[config.mk]
export PLATFORM = sky130hd
export DESIGN_NAME = vga_pattern_gen
export DESIGN_NICKNAME = d
export VERILOG_FILES = /design/src/rtl/vga_pkg.sv /design/src/rtl/vga_box_mover.sv /design/src/rtl/vga_pattern_gen.sv
export SDC_FILE = /design/constraint.sdc
export NUM_CORES = 1
export LEC_CHECK = 0
export BUFFER_PORTS_ARGS = -buffer_cell sky130_fd_sc_hd__buf_2
export CORE_MARGIN = 3
export CORE_UTILIZATION = 39
export DETAILED_ROUTE_END_ITERATION = 10
export SYNTH_ARGS = -nofsm -noshare
export SYNTH_HDL_FRONTEND = slang
export SYNTH_SLANG_ARGS = --single-unit
[constraint.sdc]
create_clock -name i_pix_clk -period 3.15 [get_ports i_pix_clk]
set_input_delay 0.1575 -clock i_pix_clk [delete_from_list [all_inputs] [get_ports i_pix_clk]]
set_output_delay 0.1575 -clock i_pix_clk [all_outputs]
set_load 0.02 [all_outputs]
[src/rtl/vga_pkg.sv]
// Shared definitions for the VGA pixel path: mode encodings, bar colours,
// default active-area size and small combinational helpers.
package vga_pkg;

  localparam int VGA_H_ACTIVE = 640;
  localparam int VGA_V_ACTIVE = 480;

  typedef enum logic [1:0] {
    MODE_BARS  = 2'd0,
    MODE_CHECK = 2'd1,
    MODE_GRAD  = 2'd2,
    MODE_BOX   = 2'd3
  } mode_e;

  // Index 0 is the leftmost bar: white, yellow, cyan, green, magenta, red, blue, black.
  localparam logic [7:0][23:0] BAR_COLORS = {
    24'h000000, 24'h0000FF, 24'hFF0000, 24'hFF00FF,
    24'h00FF00, 24'h00FFFF, 24'hFFFF00, 24'hFFFFFF
  };

  // One axis of the bouncing box: position plus travel direction (rev=1 means left/up).
  typedef struct packed {
    logic [15:0] pos;
    logic        rev;
  } axis_t;

  function automatic logic [23:0] bar_color(input logic [2:0] idx);
    return BAR_COLORS[idx];
  endfunction

  // x / bar_w without a divider; anything past the last bar saturates at 7.
  function automatic logic [2:0] bar_index(input logic [15:0] x, input int bar_w);
    logic [2:0] idx;
    idx = 3'd0;
    for (int i = 1; i < 8; i++)
      if (32'(x) >= 32'(i * bar_w)) idx = 3'(i);
    return idx;
  endfunction

  // Bounce rule, evaluated unsigned at 17 bits so the sums cannot wrap.
  function automatic axis_t axis_step(input axis_t a, input int step,
                                      input int size, input int limit);
    logic [16:0] pos;
    logic [16:0] stp;
    axis_t       n;
    pos = {1'b0, a.pos};
    stp = 17'(step);
    n   = a;
    if (!a.rev) begin
      if (pos + stp + 17'(size) > 17'(limit)) begin
        n.rev = 1'b1;
        n.pos = 16'(pos - stp);
      end else begin
        n.pos = 16'(pos + stp);
      end
    end else if (pos < stp) begin
      n.rev = 1'b0;
      n.pos = 16'(pos + stp);
    end else begin
      n.pos = 16'(pos - stp);
    end
    return n;
  endfunction

endpackage

[src/rtl/vga_box_mover.sv]
// Bouncing-box position tracker; advances one step per axis on every frame-start pulse.
module vga_box_mover
  import vga_pkg::*;
#(
  parameter int H_ACTIVE = VGA_H_ACTIVE,
  parameter int V_ACTIVE = VGA_V_ACTIVE,
  parameter int BOX_SIZE = 32,
  parameter int BOX_STEP = 2
) (
  input  logic        i_pix_clk,
  input  logic        i_rst,
  input  logic        i_frame_st,
  output logic [15:0] box_x,
  output logic [15:0] box_y
);

  axis_t ax_q;
  axis_t ay_q;

  always_ff @(posedge i_pix_clk) begin
    if (i_rst) begin
      ax_q <= '{pos: 16'd0, rev: 1'b0};
      ay_q <= '{pos: 16'd0, rev: 1'b0};
    end else if (i_frame_st) begin
      ax_q <= axis_step(ax_q, BOX_STEP, BOX_SIZE, H_ACTIVE);
      ay_q <= axis_step(ay_q, BOX_STEP, BOX_SIZE, V_ACTIVE);
    end
  end

  assign box_x = ax_q.pos;
  assign box_y = ay_q.pos;

endmodule

[src/rtl/vga_pattern_gen.sv]
// Test-pattern pixel source behind the VGA timing generator; two-stage pipeline
// keeps syncs, data-enable and RGB aligned at a fixed two-cycle latency.
module vga_pattern_gen
  import vga_pkg::*;
#(
  parameter int          H_ACTIVE  = VGA_H_ACTIVE,
  parameter int          V_ACTIVE  = VGA_V_ACTIVE,
  parameter int          BAR_W     = 80,
  parameter int          CHK_SHIFT = 5,
  parameter int          BOX_SIZE  = 32,
  parameter int          BOX_STEP  = 2,
  parameter logic [23:0] BOX_COLOR = 24'hFF8000,
  parameter logic [23:0] BG_COLOR  = 24'h000040
) (
  input  logic        i_pix_clk,
  input  logic        i_rst,
  input  logic [15:0] i_x,
  input  logic [15:0] i_y,
  input  logic        i_active,
  input  logic        i_hs,
  input  logic        i_vs,
  input  logic        i_frame_st,
  input  logic [1:0]  i_mode,
  output logic        o_hs,
  output logic        o_vs,
  output logic        o_de,
  output logic [7:0]  o_r,
  output logic [7:0]  o_g,
  output logic [7:0]  o_b,
  output logic [7:0]  o_frame_cnt
);

  localparam logic [16:0] SIZE17 = 17'(BOX_SIZE);

  mode_e       mode_q;
  logic [15:0] box_x;
  logic [15:0] box_y;

  logic        s1_active;
  logic        s1_hs;
  logic        s1_vs;
  logic [2:0]  s1_bar;
  logic        s1_chk;
  logic        s1_in_box;
  logic [7:0]  s1_grad_r;
  logic [7:0]  s1_grad_g;

  logic [16:0] x17;
  logic [16:0] y17;
  logic [16:0] bx17;
  logic [16:0] by17;
  logic        in_box_c;
  logic [23:0] pix_c;

  vga_box_mover #(
    .H_ACTIVE (H_ACTIVE),
    .V_ACTIVE (V_ACTIVE),
    .BOX_SIZE (BOX_SIZE),
    .BOX_STEP (BOX_STEP)
  ) u_box (
    .i_pix_clk  (i_pix_clk),
    .i_rst      (i_rst),
    .i_frame_st (i_frame_st),
    .box_x      (box_x),
    .box_y      (box_y)
  );

  // Mode and frame counter only move in vertical blanking, so the visible frame never tears.
  always_ff @(posedge i_pix_clk) begin
    if (i_rst) begin
      mode_q      <= MODE_BARS;
      o_frame_cnt <= 8'd0;
    end else if (i_frame_st) begin
      mode_q      <= mode_e'(i_mode);
      o_frame_cnt <= o_frame_cnt + 8'd1;
    end
  end

  assign x17  = {1'b0, i_x};
  assign y17  = {1'b0, i_y};
  assign bx17 = {1'b0, box_x};
  assign by17 = {1'b0, box_y};
  assign in_box_c = (x17 >= bx17) && (x17 < bx17 + SIZE17) &&
                    (y17 >= by17) && (y17 < by17 + SIZE17);

  // Stage 1: register timing, reduce coordinates to per-pattern region flags.
  always_ff @(posedge i_pix_clk) begin
    if (i_rst) begin
      s1_active <= 1'b0;
      s1_hs     <= 1'b1;
      s1_vs     <= 1'b1;
      s1_bar    <= 3'd0;
      s1_chk    <= 1'b0;
      s1_in_box <= 1'b0;
      s1_grad_r <= 8'd0;
      s1_grad_g <= 8'd0;
    end else begin
      s1_active <= i_active;
      s1_hs     <= i_hs;
      s1_vs     <= i_vs;
      s1_bar    <= bar_index(i_x, BAR_W);
      s1_chk    <= i_x[CHK_SHIFT] ^ i_y[CHK_SHIFT];
      s1_in_box <= in_box_c;
      s1_grad_r <= i_x[9:2];
      s1_grad_g <= i_y[8:1];
    end
  end

  always_comb begin
    pix_c = 24'h000000;
    case (mode_q)
      MODE_BARS:  pix_c = bar_color(s1_bar);
      MODE_CHECK: pix_c = s1_chk ? 24'h000000 : 24'hFFFFFF;
      MODE_GRAD:  pix_c = {s1_grad_r, s1_grad_g, 8'h80};
      MODE_BOX:   pix_c = s1_in_box ? BOX_COLOR : BG_COLOR;
      default:    pix_c = 24'h000000;
    endcase
  end

  // Stage 2: final colour, blanked outside the active area.
  always_ff @(posedge i_pix_clk) begin
    if (i_rst) begin
      o_hs              <= 1'b1;
      o_vs              <= 1'b1;
      o_de              <= 1'b0;
      {o_r, o_g, o_b}   <= 24'h000000;
    end else begin
      o_hs              <= s1_hs;
      o_vs              <= s1_vs;
      o_de              <= s1_active;
      {o_r, o_g, o_b}   <= s1_active ? pix_c : 24'h000000;
    end
  end

endmodule

Yosys cells after proc, flatten, opt, wreduce, memory -nomap -nowiden

Memory sizes are Yosys's and may differ from the RTL's. A register that Yosys moved wholly into a read port is not among the register bits.
Cells that the tools add are included.

Flip-flop bits (word level): 95
Bits in read-only memories: 192
Input bits: 40
Output and inout bits: 35
Memories kept: 1

Add/sub/neg operators: 9
Magnitude comparators: 16
Eq/ne operators: 3
Multiplexer cells: 22
Bitwise logic cells: 2
Reduce and logical (&&, ||, !) cells: 5

Memory list:

| memory          | words | bits a word | read ports | clocked after memory_dff | wr ports | line          | text |
|---|---|---|---|---|---|---|---|
| (no name shown) | 8     | 24          | 1          | 1                        | 0        | vga_pkg.sv:28 | `return BAR_COLORS[idx];` |

Operator list:

| kind                    | number |
|---|---|
| $pmux W24 S4            | 1 |
| $mux W24                | 3 |
| $mux W16                | 4 |
| $ge A16 B9 Y1 const B   | 3 |
| $add A16 B2 Y17 const B | 2 |
| $add A16 B6 Y17 const B | 2 |
| $add A17 B6 Y17 const B | 2 |
| $lt A16 B17 Y1          | 2 |
| $mux W17                | 2 |
| $ge A16 B16 Y1          | 2 |
| $ge A16 B8 Y1 const B   | 2 |
| $lt A16 B2 Y1 const B   | 2 |
| $sub A16 B2 Y16 const B | 2 |
| $mux W3                 | 7 |
| $gt A17 B10 Y1 const B  | 1 |
| $gt A17 B9 Y1 const B   | 1 |
| $ge A16 B10 Y1 const B  | 1 |
| $ge A16 B7 Y1 const B   | 1 |
| $add A8 B1 Y8 const B   | 1 |
| $mux W1                 | 5 |
| $eq A2 B2 Y1 const B    | 2 |
| $lt A3 B4 Y1 const B    | 1 |
| $logic_and A1 B1 Y1     | 3 |
| $eq A2 B1 Y1 const B    | 1 |
| other kinds (4)         | 4 |

Longest topological paths before layout

Word-level depth: 9
Depth in mapped cells: 13
Mapped depth without buffers: 12

Cells and area by module

From an unflattened synthesis, not the netlist that was laid out.

Cell total of the unflattened synthesis: 826
Area total of the unflattened synthesis: 6556.3 um^2

Modules (own cells, without submodules):

| module          | times used | cells each | area each (um^2) |
|---|---|---|---|
| vga_pattern_gen | 1          | 430        | 3614.7 |
| vga_box_mover   | 1          | 396        | 2941.6 |

Worst setup path after synthesis

OpenSTA, ideal clock, no wires.

Kind: register to register
From: register u_box.ax_q (netlist bit u_box.box_x[6])
To: register u_box.ax_q (netlist bit u_box.box_x[5])
Setup time: 0.128 ns
Data arrival time: 2.682 ns
Required time: 3.022 ns
Path slack: 0.341 ns
Cell stages (with the launch flop): 12
Cell sequence: dfxtp_1 ha_1 nand2_1 or4_1 a22oi_2 o2111ai_1 mux2_4 a31oi_4 buf_6 mux2i_1 and3_1 nor3_2

Cells in the longest elaborated chain, start to end: 5

RTL lines:

| item                   | line                | text |
|---|---|---|
| start, declared        | vga_box_mover.sv:17 | `axis_t ax_q;` |
| start signal, assigned | vga_box_mover.sv:22 | `ax_q <= '{pos: 16'd0, rev: 1'b0};` |
| start signal, assigned | vga_box_mover.sv:25 | `ax_q <= axis_step(ax_q, BOX_STEP, BOX_SIZE, H_ACTIVE);` |
| $add A16 B2 Y17        | vga_pkg.sv:50       | `if (pos + stp + 17'(size) > 17'(limit)) begin` |
| $add A17 B6 Y17        | vga_pkg.sv:50       |  |
| $gt A17 B10 Y1         | vga_pkg.sv:50       |  |
| $mux W16               | vga_pkg.sv:50       |  |
| $mux W17 *             | vga_pkg.sv:49       | `if (!a.rev) begin` |

Every way passes the cells marked *; elsewhere a longest branch is shown, timed or not.
A chain may end at the register's enable or synchronous reset.

Final worst setup path

From: register u_box.ax_q (netlist bit u_box.box_x[10])
To: register u_box.ax_q (netlist bit u_box.box_x[5])

Same word-level chain as after synthesis.

==> run metrics <==
Post-synth EDFFs=0; max incr delay on CP=0.55 ns; drt wl/cell=14.3 um; Highest Clock Rate=336 MHz; most common cell after layout, fill and taps aside=dfxtp_1; Top delay family on crit path=simple AND/OR/NAND/NOR gates; # DRC=0; power per cell area=910 mW/mm2; H-tree depth=3; measured slew at the worst slew-check pin=0.580 ns; final hold violations=0; worst-path fanout max=9; Synth Area per Inst=7.99 um2; Final #Nets=914; Peak VDD IR=344 uV; Reg area=0.00176 mm2; initial DRC count=374; Finished Layout Cells=1002; Seq cells post-synth=88; Total GRT Usage=17.5%; Final period util=94.5%; global-route wire length before repair=23900 um; Ports=75; post-synth top area share=29.5%; most frequent cells in the layout=dfxtp_1, nand2_1, buf_2, nor2_1, ha_1; worst path cell trace=nand3_1 -> or4_1 -> a22oi_2 -> o2111ai_1 -> mux2_4 -> a31oi_4 -> buf_4 -> mux2i_1 -> and3_1 -> nor3_2; Synth area leaders=dfxtp_1, ha_1, xnor2_1, nand2_1, nor2_1; Synth Warn #=0; Worst Skew=0.00645 ns; vias in the first global route=4789; Critical Path Source Type=register; TNS Setup=0 ns; Die X-Extent=130 um; worst-skew pair later-pin latency=0.34 ns; kind of critical path=register to register; outcome=finished clean; Cells after DPL=984; root buffer cell=clkbuf_16; RSZ-0062 raised after global routing=false; Worst Path Arrival=3.19 ns; Critical Path RT=3.36 ns; sequential area share after synthesis=29.5%; GP Congestion=0.879; hpwl dp=11100 um; clock-pin slew on the worst setup and hold paths=0.07 ns; n_diodes=0; WL final=14400 um; slowest cell on the critical path=dfxtp_1; largest net degree at the start of global routing=54; FFs w/ async S/R, synth=0%; Initial Util=40.5%; Syn Nets=849; Site Rows=44; routed via count=5286; Min-Delay Path Class=primary input to register; Yosys top cell by area=dfxtp_1; die area=0.0168 mm2; port bufs=74; Core Area=0.0148 mm2; CTS tree=built; synthesized area=0.00597 mm2; antenna viol nets, final=0; relative slew slack=61.3%; P&R area growth vs syn=15.2%; Distinct cells, synth=62; Die Ht=130 um; Setup crit end kind=register; Clock Tree Buf Depth=2; Power Total=6.27 mW; crit path time final=2.98 ns; initial antenna violation count=0; clock sinks=88; number of buffers and inverters on the critical path=1; Max Slew Vio Count=0; max_cap viols=0; final setup fails=0; Fillers=1480; Syn Inst Count=748; multi-input combinational cell area=0.00380 mm2; Synth Flop Type=dfxtp_1; 1st-pass router iterations=4; GRT overflow=0; CTS Buf Count=9; layout cells sized above 1=15.9%; via/cell ratio=5.28; P_leak=2.88 nW
-- metal layers --
layer / part of all wire (%) / global-route usage (%)
met5: 0 / 0
met4: 1.6 / 4.95
met3: 4.1 / 3.40
met2: 44 / 27.2
met1: 50 / 24.7
-- worst paths after layout --
check / cells after the start / endpoint / slack [ns] / startpoint
hold / removal: 2 / s1_grad_g[2] / 0.05 / i_y[3]
hold reg to reg: 1 / o_hs / 0.41 / s1_hs
setup / recovery: 10 / u_box.box_x[5] / 0.17 / u_box.box_x[10]
setup reg to reg: 10 / u_box.box_x[5] / 0.17 / u_box.box_x[10]
-- sequential cells by signal, summed over array words and instances (netlist names), named ones only --
register / cells
s1_vs: 1
u_box.ax_q: 1
o_r: 8
s1_chk: 1
o_hs: 1
o_frame_cnt: 8
o_b: 3
s1_grad_r: 8
u_box.box_x: 15
u_box.ay_q: 1
o_de: 1
s1_grad_g: 8
u_box.box_y: 15
s1_in_box: 1
o_g: 8
o_vs: 1
s1_hs: 1
mode_q: 2
s1_active: 1
-- repair_timing --
| action | 4_1_cts | 5_1_grt |
|---|---|---|
| hold buffers | 2 | 0 |
| buffers inserted | 0 | 0 |
| gates resized for setup | 0 | 2 |
| endpoints found under the setup margin | 0 | 2 |
| endpoints found under the hold margin | 2 | 0 |
-- cell usage after synthesis, drive strengths merged (3+ instances only) --
| cell | n |
|---|---|
| a31oi | 4 |
| xor2 | 4 |
| or2 | 6 |
| inv | 49 |
| o21a | 15 |
| mux2i | 14 |
| dfxtp | 88 |
| o211ai | 3 |
| and3 | 8 |
| o31a | 4 |
| buf | 26 |
| nand3 | 22 |
| clkbuf | 19 |
| or3 | 7 |
| nand4 | 24 |
| and4 | 4 |
| a22oi | 5 |
| nor2b | 23 |
| nor3 | 17 |
| or4 | 5 |
| nor2 | 69 |
| nand2 | 75 |
| ha | 61 |
| a211o | 3 |
| o2111ai | 3 |
| xnor2 | 45 |
| a211oi | 9 |
| and2 | 4 |
| nor4 | 12 |
| nand2b | 5 |
| o21ai | 34 |
| a21o | 12 |
| a21oi | 44 |
| o31ai | 3 |
-- stage by stage --
stage          util (%)  setup slack [ns]  hold WS (ns)  instance area, um2
6_report           46.7             0.173        0.0536                6880
5_1_grt            46.7           0.00995        0.0367                6880
4_1_cts            46.6             0.145        0.0436                6880
3_3_place_gp       44.2             0.247         0.343                6520
3_5_place_dp       44.2             0.156         0.345                6520
2_1_floorplan         -             0.341         0.261                5970
-- cells by family after synthesis --
kind of cell             synth area share (%)
AND/OR/NAND/NOR                          23.6
AO/OA/AOI/OAI                            17.2
buffers and inverters                    6.95
flip-flops                               29.5
adder cells (fa/ha/maj)                  12.8
XOR/XNOR                                 7.18
multiplexers                             2.79
-- layout make-up --
class / count / share of cell area, %
multi-input cells: 564 / 55.2
flip-flops and latches: 88 / 25.6
repair buffers: 99 / 8.18
clock buffers: 10 / 3.47
well taps: 184 / 3.34
inverters: 51 / 2.78
clock inverters: 6 / 1.42
-- worst reg2reg max path, delay by kind of cell (launching register included) --
| kind | cells | cell delay [ns] |
|---|---|---|
| AND/OR/NAND/NOR | 4 | 0.95 |
| multiplexers | 2 | 0.60 |
| flip-flops | 1 | 0.55 |
| AO/OA/AOI/OAI | 3 | 0.53 |
| buffers and inverters | 1 | 0.21 |
-- power breakdown --
group          internal, mW  switching [mW]  leakage [nW]
logic                  1.53            1.93          1.99
clock network         0.729           0.457         0.166
registers              1.31           0.309         0.722
No activity file was read; power rests on OpenSTA's default activity.
